**config.mk**
```make
export PLATFORM = sky130hd
export DESIGN_NAME = regfile_wb_arbiter
export DESIGN_NICKNAME = d
export VERILOG_FILES = /design/src/rtl/regfile_wb_arbiter.sv
export SDC_FILE = /design/constraint.sdc
export NUM_CORES = 1
export LEC_CHECK = 0
export ABC_AREA = 1
export CORE_AREA = 2 2 114 116
export CTS_CLUSTER_SIZE = 14
export DETAILED_ROUTE_END_ITERATION = 8
export DIE_AREA = 0 0 116 118
export GPL_ROUTABILITY_DRIVEN = 0
export PLACE_DENSITY_LB_ADDON = 0.15
export SYNTH_ARGS = -nofsm -noshare
export SYNTH_HDL_FRONTEND = slang
export SYNTH_SLANG_ARGS = --single-unit
```
**constraint.sdc**
```tcl
create_clock -name clk -period 2.2 [get_ports clk]
set_input_delay 0.33 -clock clk [delete_from_list [all_inputs] [get_ports clk]]
set_output_delay 0.33 -clock clk [all_outputs]
set_load 0.02 [all_outputs]
```
**src/rtl/regfile_wb_arbiter.sv**
```systemverilog
// Round-robin arbiter that shares the register file's single write port among NUM_REQ write-back requesters.
// Latency: 1 cycle from grant (valid & ready at posedge) to rf_write_enable/rf_dest_addr/rf_write_data.
// Backpressure: stall or reset withholds every req_ready; no buffering beyond the single output register.
// Optional read forwarding of the in-flight write is enabled by defining REGFILE_WB_FWD_EN.
module regfile_wb_arbiter #(
  parameter int BIT_NUMBER      = 64,
  parameter int ADDR_NUMBER     = 5,
  parameter int REGISTER_NUMBER = 16,
  parameter int NUM_REQ         = 2
) (
  input  logic                           clk,
  input  logic                           reset,
  input  logic                           stall,
  input  logic [NUM_REQ-1:0]             req_valid,
  input  logic [NUM_REQ*ADDR_NUMBER-1:0] req_addr,
  input  logic [NUM_REQ*BIT_NUMBER-1:0]  req_data,
  output logic [NUM_REQ-1:0]             req_ready,
  output logic                           rf_enable,
  output logic                           rf_write_enable,
  output logic [ADDR_NUMBER-1:0]         rf_dest_addr,
  output logic [BIT_NUMBER-1:0]          rf_write_data,
  output logic                           err_addr,
  input  logic [ADDR_NUMBER-1:0]         rd_addr_1,
  input  logic [ADDR_NUMBER-1:0]         rd_addr_2,
  output logic                           fwd_hit_1,
  output logic                           fwd_hit_2,
  output logic [BIT_NUMBER-1:0]          fwd_data
);

  localparam int PTR_W = (NUM_REQ > 2) ? 2 : 1;
  // One extra bit so REGISTER_NUMBER == 2**ADDR_NUMBER still fits.
  localparam logic [ADDR_NUMBER:0] ADDR_LIMIT = (ADDR_NUMBER+1)'(REGISTER_NUMBER);

  logic [PTR_W-1:0]       ptr_q, ptr_d;
  logic                   rf_write_enable_q, rf_write_enable_d;
  logic [ADDR_NUMBER-1:0] rf_dest_addr_q, rf_dest_addr_d;
  logic [BIT_NUMBER-1:0]  rf_write_data_q, rf_write_data_d;
  logic                   err_addr_q, err_addr_d;

  logic                   found;
  logic                   transfer;
  logic [PTR_W-1:0]       gnt_idx;
  logic [ADDR_NUMBER-1:0] sel_addr;
  logic [BIT_NUMBER-1:0]  sel_data;
  logic                   addr_legal;

  // Round-robin search: first valid requester at or after the pointer, wrapping; gated by reset/stall.
  always_comb begin
    found   = 1'b0;
    gnt_idx = '0;
    for (int k = 0; k < NUM_REQ; k++) begin
      if (!found && req_valid[(int'(ptr_q) + k) % NUM_REQ]) begin
        found   = 1'b1;
        gnt_idx = PTR_W'((int'(ptr_q) + k) % NUM_REQ);
      end
    end
    transfer  = found && !reset && !stall;
    req_ready = '0;
    if (transfer) begin
      req_ready[gnt_idx] = 1'b1;
    end
  end

  assign sel_addr   = req_addr[int'(gnt_idx)*ADDR_NUMBER +: ADDR_NUMBER];
  assign sel_data   = req_data[int'(gnt_idx)*BIT_NUMBER +: BIT_NUMBER];
  assign addr_legal = ({1'b0, sel_addr} < ADDR_LIMIT);

  // Next state: advance pointer past the winner, load the write or flag an illegal destination.
  always_comb begin
    ptr_d             = ptr_q;
    rf_write_enable_d = 1'b0;
    rf_dest_addr_d    = rf_dest_addr_q;
    rf_write_data_d   = rf_write_data_q;
    err_addr_d        = 1'b0;
    if (transfer) begin
      ptr_d = (int'(gnt_idx) == NUM_REQ - 1) ? '0 : gnt_idx + PTR_W'(1);
      if (addr_legal) begin
        rf_write_enable_d = 1'b1;
        rf_dest_addr_d    = sel_addr;
        rf_write_data_d   = sel_data;
      end else begin
        err_addr_d = 1'b1;
      end
    end
  end

  // State registers; reset drops any write about to be launched.
  always_ff @(posedge clk) begin
    if (reset) begin
      ptr_q             <= '0;
      rf_write_enable_q <= 1'b0;
      rf_dest_addr_q    <= '0;
      rf_write_data_q   <= '0;
      err_addr_q        <= 1'b0;
    end else begin
      ptr_q             <= ptr_d;
      rf_write_enable_q <= rf_write_enable_d;
      rf_dest_addr_q    <= rf_dest_addr_d;
      rf_write_data_q   <= rf_write_data_d;
      err_addr_q        <= err_addr_d;
    end
  end

  assign rf_enable       = 1'b1;
  assign rf_write_enable = rf_write_enable_q;
  assign rf_dest_addr    = rf_dest_addr_q;
  assign rf_write_data   = rf_write_data_q;
  assign err_addr        = err_addr_q;

`ifdef REGFILE_WB_FWD_EN
  // Readers compare against the write currently presented to the register file.
  assign fwd_hit_1 = rf_write_enable_q && (rd_addr_1 == rf_dest_addr_q);
  assign fwd_hit_2 = rf_write_enable_q && (rd_addr_2 == rf_dest_addr_q);
  assign fwd_data  = rf_write_data_q;
`else
  logic unused_rd_addr;
  assign unused_rd_addr = ^{rd_addr_1, rd_addr_2};
  assign fwd_hit_1      = 1'b0;
  assign fwd_hit_2      = 1'b0;
  assign fwd_data       = '0;
`endif

endmodule

```
# After elaboration in Yosys (flattened, before gate mapping)
# Cells that the tools add are included.
[totals]
register_bits = 72
inputBits = 153
output_inout_bits = 140
word_cells = 41
[op_classes]
addsub = 2
n_mul = 1
n_lt_le_gt_ge = 5
n_shift = 2
muxes = 15
n_bitwise = 2
reduce_logical = 9
[ops]
columns = ["op", "count"]
rows = [
  ["indexed part select 128 x 8 -> 64 bit", 1],
  ["2-to-1 mux 1 bit", 13],
  ["indexed part select 10 x 5 -> 5 bit", 1],
  ["less-than comparator 5 bit, second input constant", 1],
  ["logical AND 1 bit", 4],
  ["less-than comparator 1 x 2 -> 1 bit, second input constant", 2],
  ["multiplier 1 x 3 -> 4 bit, second input constant", 1],
  ["logical NOT 1 bit", 3],
  ["less-than comparator 2 x 3 -> 1 bit, second input constant", 1],
  ["adder 1 bit, second input constant", 2],
  ["2-to-1 mux 2 bit", 1],
  ["AND reduction 2 bit", 1],
  ["OR reduction 2 bit", 1],
  ["AND 1 bit, first input constant", 1],
  ["demux 1 bit (select 1 bit)", 1],
  ["greater-or-equal comparator 1 bit, second input constant", 1],
  ["inverter 1 bit", 1],
]

# Depth between registers and ports, before layout
[logic_depth]
ltp_word = 12
depth_mapped = 10

# Worst setup path after synthesis
# Ideal clock, no wire load.
[synth_path]
path_kind = "in2out"
from = "input port req_valid[0]"
to = "output port req_ready[0]"
arrival_ns = 1.042
t_required_ns = 1.870
setup_slack_ns = 0.828
path_stages = 5
path_buffers = 1
path_cell_list = "nand2_1 nand2_2 inv_2 buf_2 nor2_1"
[synth_between]
elab_chain_cells = 11
word_cells_on_any_way = 19
cone_classes = "order compare: 2; mux: 12; reduce/logical: 5"
[synth_lines]
columns = ["item", "line_no", "rtl"]
rows = [
  ["start, declared", "14", "input logic [NUM_REQ-1:0] req_valid,"],
  ["2-to-1 mux 1 bit (not written as such) (2 in series)", "52", "if (!found && req_valid[(int'(ptr_q) + k) % NUM_REQ]) begin"],
  ["2-to-1 mux 1 bit", "52", ""],
  ["logical NOT 1 bit", "52", ""],
  ["logical AND 1 bit", "52", ""],
  ["2-to-1 mux 1 bit", "52", ""],
  ["less-than comparator 1 x 2 -> 1 bit (not written as such) or greater-or-equal comparator 1 bit (tied branches)", "60", "req_ready[gnt_idx] = 1'b1;"],
  ["logical AND 1 bit (not written as such)", "60", ""],
  ["2-to-1 mux 1 bit (not written as such)", "60", ""],
  ["demux 1 bit (select 1 bit)", "60", ""],
  ["2-to-1 mux 2 bit *", "59", "if (transfer) begin"],
  ["end, declared", "17", "output logic [NUM_REQ-1:0] req_ready,"],
]
# Mark *: on every way between the ends. The rest lies on a longest branch, timed or not. The select of a mux whose other input is x is not followed.

# Worst setup path in the final report
[layout_path]
from = "input port req_valid[1]"
to = "output port req_ready[1]"
# The elaborated chain is that of the path after synthesis.

==> qor.txt <==
Setup Viol. Count Final -> 0
Die area -> 13,690 um^2
Setup tns final -> 0 ns
Synthesis-to-finish area growth -> 53.66%
Initial Util -> 34.73%
Critical Path Start Type -> input port
FP Rows -> 41
Port Buffers -> 215
Total gr overflow -> 0
Area share of the largest cell type after synthesis -> 33.43%
DR pass1 iterations -> 4
Die Span X -> 116 um
Clock root cell -> clkbuf_16
CTS tree -> built
Critical path cell sequence -> clkdlybuf4s50_1, nand2_2, nor2_1, clkdlybuf4s50_1
Largest family of logic cells by synthesized area -> simple AND/OR/NAND/NOR gates
Largest stage delay, worst path -> 0.65 ns
Clk buf depth -> 2
Final instance area -> 6625 um^2
Yosys reg bits -> 72
Cell mode on critical path -> clkdlybuf4s50_1
Placed cell areas -> 6319 um^2
Worst R2R Start -> ptr_q
Most numerous cell in the Yosys netlist -> nand2_1
Final hold viol count -> 0
Hold-fix buffers, CTS -> 0
Rel. slew slack -> 50.93%
Synth top area cells -> dfxtp_1 33%, nand2_1 30%, buf_4 13%
# diodes -> 0
Final net count -> 1,092
Routed vias/inst -> 3.865
Synth cell types -> 16
Post-synth ARST share -> 0%
Ys flop type -> dfxtp_1
Hold Path Depth -> 2
Peak Freq -> 483.6 MHz
Simple-gate share of the synthesized area -> 42.77%
Worst EP required -> 1.87 ns
Static Leakage -> 3.501 nW
CTS H-tree depth -> 3
Worst reg-to-reg setup slack -> 0.57 ns
Yosys warnings -> 0
Sequential cell area -> 1441 um^2
Core area -> 12,410 um^2
R2r endpoint -> rf_write_data[57]
Worst-Margin Slew -> 0.7360 ns
Multi-input gate area -> 2116 um^2
Final core utilization -> 53.37%
HP Class -> reg -> reg
Adder-cell area share of the yosys netlist -> 0%
Clk_lat worst skew -> 0.33 ns
Worst-path clk slew -> 0.05 ns
IO Count -> 293
R2R depth -> 10
Status -> completed
Setup Skew -> 0.003439 ns
Post-synth EDFFs -> 0
Seq/Total Area, Yosys -> 33.43%
Cells after Synth -> 741
Height of the die -> 118 um
Largest net degree at the start of global routing -> 70
XOR/XNOR Fraction of Synth Area -> 0%
DP Cell Count -> 1,100
Setup crit end kind -> primary output
Global Route Usage Sum -> 17.30%
Antenna-violating nets left -> 0
RSZ-0062 raised after global routing -> false
# DRC -> 0
WL/cell -> 10.60 um
DR iter-0 viols -> 169
Number of global-route vias before repair -> 3,921
Hold worst-path end -> rf_dest_addr[4]
Clock sinks -> 72
First-pass GRT wire length -> 18.82 mm
Initial antenna violation count -> 0
CP arrival -> 1.74 ns
Crit share post-route -> 94.00%
Cell Area, Synth -> 4312 um^2
Final slew viol count -> 0
Cell area power density -> 584.3 nW/um^2
Drt total wl -> 11.83 mm
Commonest cells in the netlist -> 342 x nand2_1, 139 x nor2_1, 74 x buf_4
Cell Count, Final, Fillers Out -> 1,116
Layout cell share with drive strength beyond 1 -> 3.496%
Fillcell total -> 1,301
Max cap viols -> 0
Slowest stage cell, crit path -> clkdlybuf4s50_1
Syn_area_per_cell -> 5.819 um^2
Post-placement setup slack -> 0.04691 ns
Min Tclk post-route -> 2.068 ns
DP Wirelength -> 8.462 mm
Critical-path maximum fanout -> 4
Via count -> 4,313
Synth area leader -> dfxtp_1
Hold path startpoint -> rf_dest_addr[4]
Synth Area in Compound Gates -> 0.2902%
Peak supply drop -> 0.0002720 V
Crit Path Class -> in -> out
Mux contribution to synthesized area -> 0%
Number of buffers created by CTS -> 9
Setup ws final -> 0.1320 ns
what timing repair did:
item,in CTS,in global routing
endpoints found under the setup margin,0,1
gates resized for setup,0,1
buffers inserted,0,0
state kept, by name, summed over array words and instances (netlist names):
| signal | count |
|---|---|
| err_addr | 1 |
| ptr_q | 1 |
| rf_dest_addr | 5 |
| rf_write_data | 64 |
| rf_write_enable | 1 |
worst max-delay path by stage:
stage	slack, ns	to	depth (start not counted)	start
global placement	0.04	req_ready[0]	6	req_valid[1]
finish	0.13	req_ready[1]	4	req_valid[1]
floorplan	0.83	req_ready[0]	5	req_valid[0]
detailed placement	0.05	req_ready[0]	6	req_valid[1]
CTS	0.04	req_ready[0]	6	req_valid[1]
global route	0.08	req_ready[1]	4	req_valid[1]
worst max-delay path: cells and delay by family:
family / cells / cell delay (ns)
buffers and inverters: 2 / 1.17
and+or+nand+nor: 2 / 0.23
cell families (layout without fill, tap and decap cells):
| group | count (synthesis) | in the layout |
|---|---|---|
| AO/OA/AOI/OAI | 2 | 2 |
| AND/OR/NAND/NOR | 487 | 487 |
| buffers and inverters | 178 | 316 |
| flip-flops | 72 | 72 |
| other | 2 | 67 |
per-stage QoR:
stage | hold slack, ns | power [mW]
6_report | 0.4614 | 3.871
5_1_grt | 0.4731 | 4.095
3_5_place_dp | 0.4524 | 2.454
2_1_floorplan | 0.4085 | 2.072
3_3_place_gp | 0.4419 | 2.450
4_1_cts | 0.4637 | 3.937
power by group:
group	switching, mW	total (mW)	internal, mW
clock network	0.538	1.45	0.913
registers	0.0335	1.41	1.38
logic	0.531	1.01	0.475
total	1.10	3.87	2.77
layout by cell type (no fill, tap or decap):
cell type,count
nor2_2,1
a21oi_1,1
inv_2,3
nand2_1,342
dlymetal6s2s_1,1
inv_1,72
a211oi_1,1
nand3_4,1
nor2_1,139
nand2_2,2
buf_12,3
conb_1,67
clkdlybuf4s50_1,214
nand3_1,2
clkbuf_16,9
buf_4,7
clkinv_2,2
dfxtp_1,72
clkbuf_8,5
per-layer routing:
| layer | global-route usage [%] | wire length [um] | share of wire [%] |
|---|---|---|---|
| met5 | 0 | 0 | 0 |
| met4 | 6.771 | 248 | 2.1 |
| met3 | 6.076 | 1207 | 10 |
| met2 | 28.62 | 5390 | 46 |
| met1 | 20.29 | 4986 | 42 |
area by class of cell:
type / instances / area share, %
Timing Repair Buffer: 225 / 34.22
Tap cell: 172 / 3.248
Inverter: 75 / 4.249
Clock inverter: 2 / 0.1511
Clock buffer: 14 / 4.438
Sequential cell: 72 / 21.76
Multi-Input combinational cell: 556 / 31.94
Power figures use the tool's default switching activity.
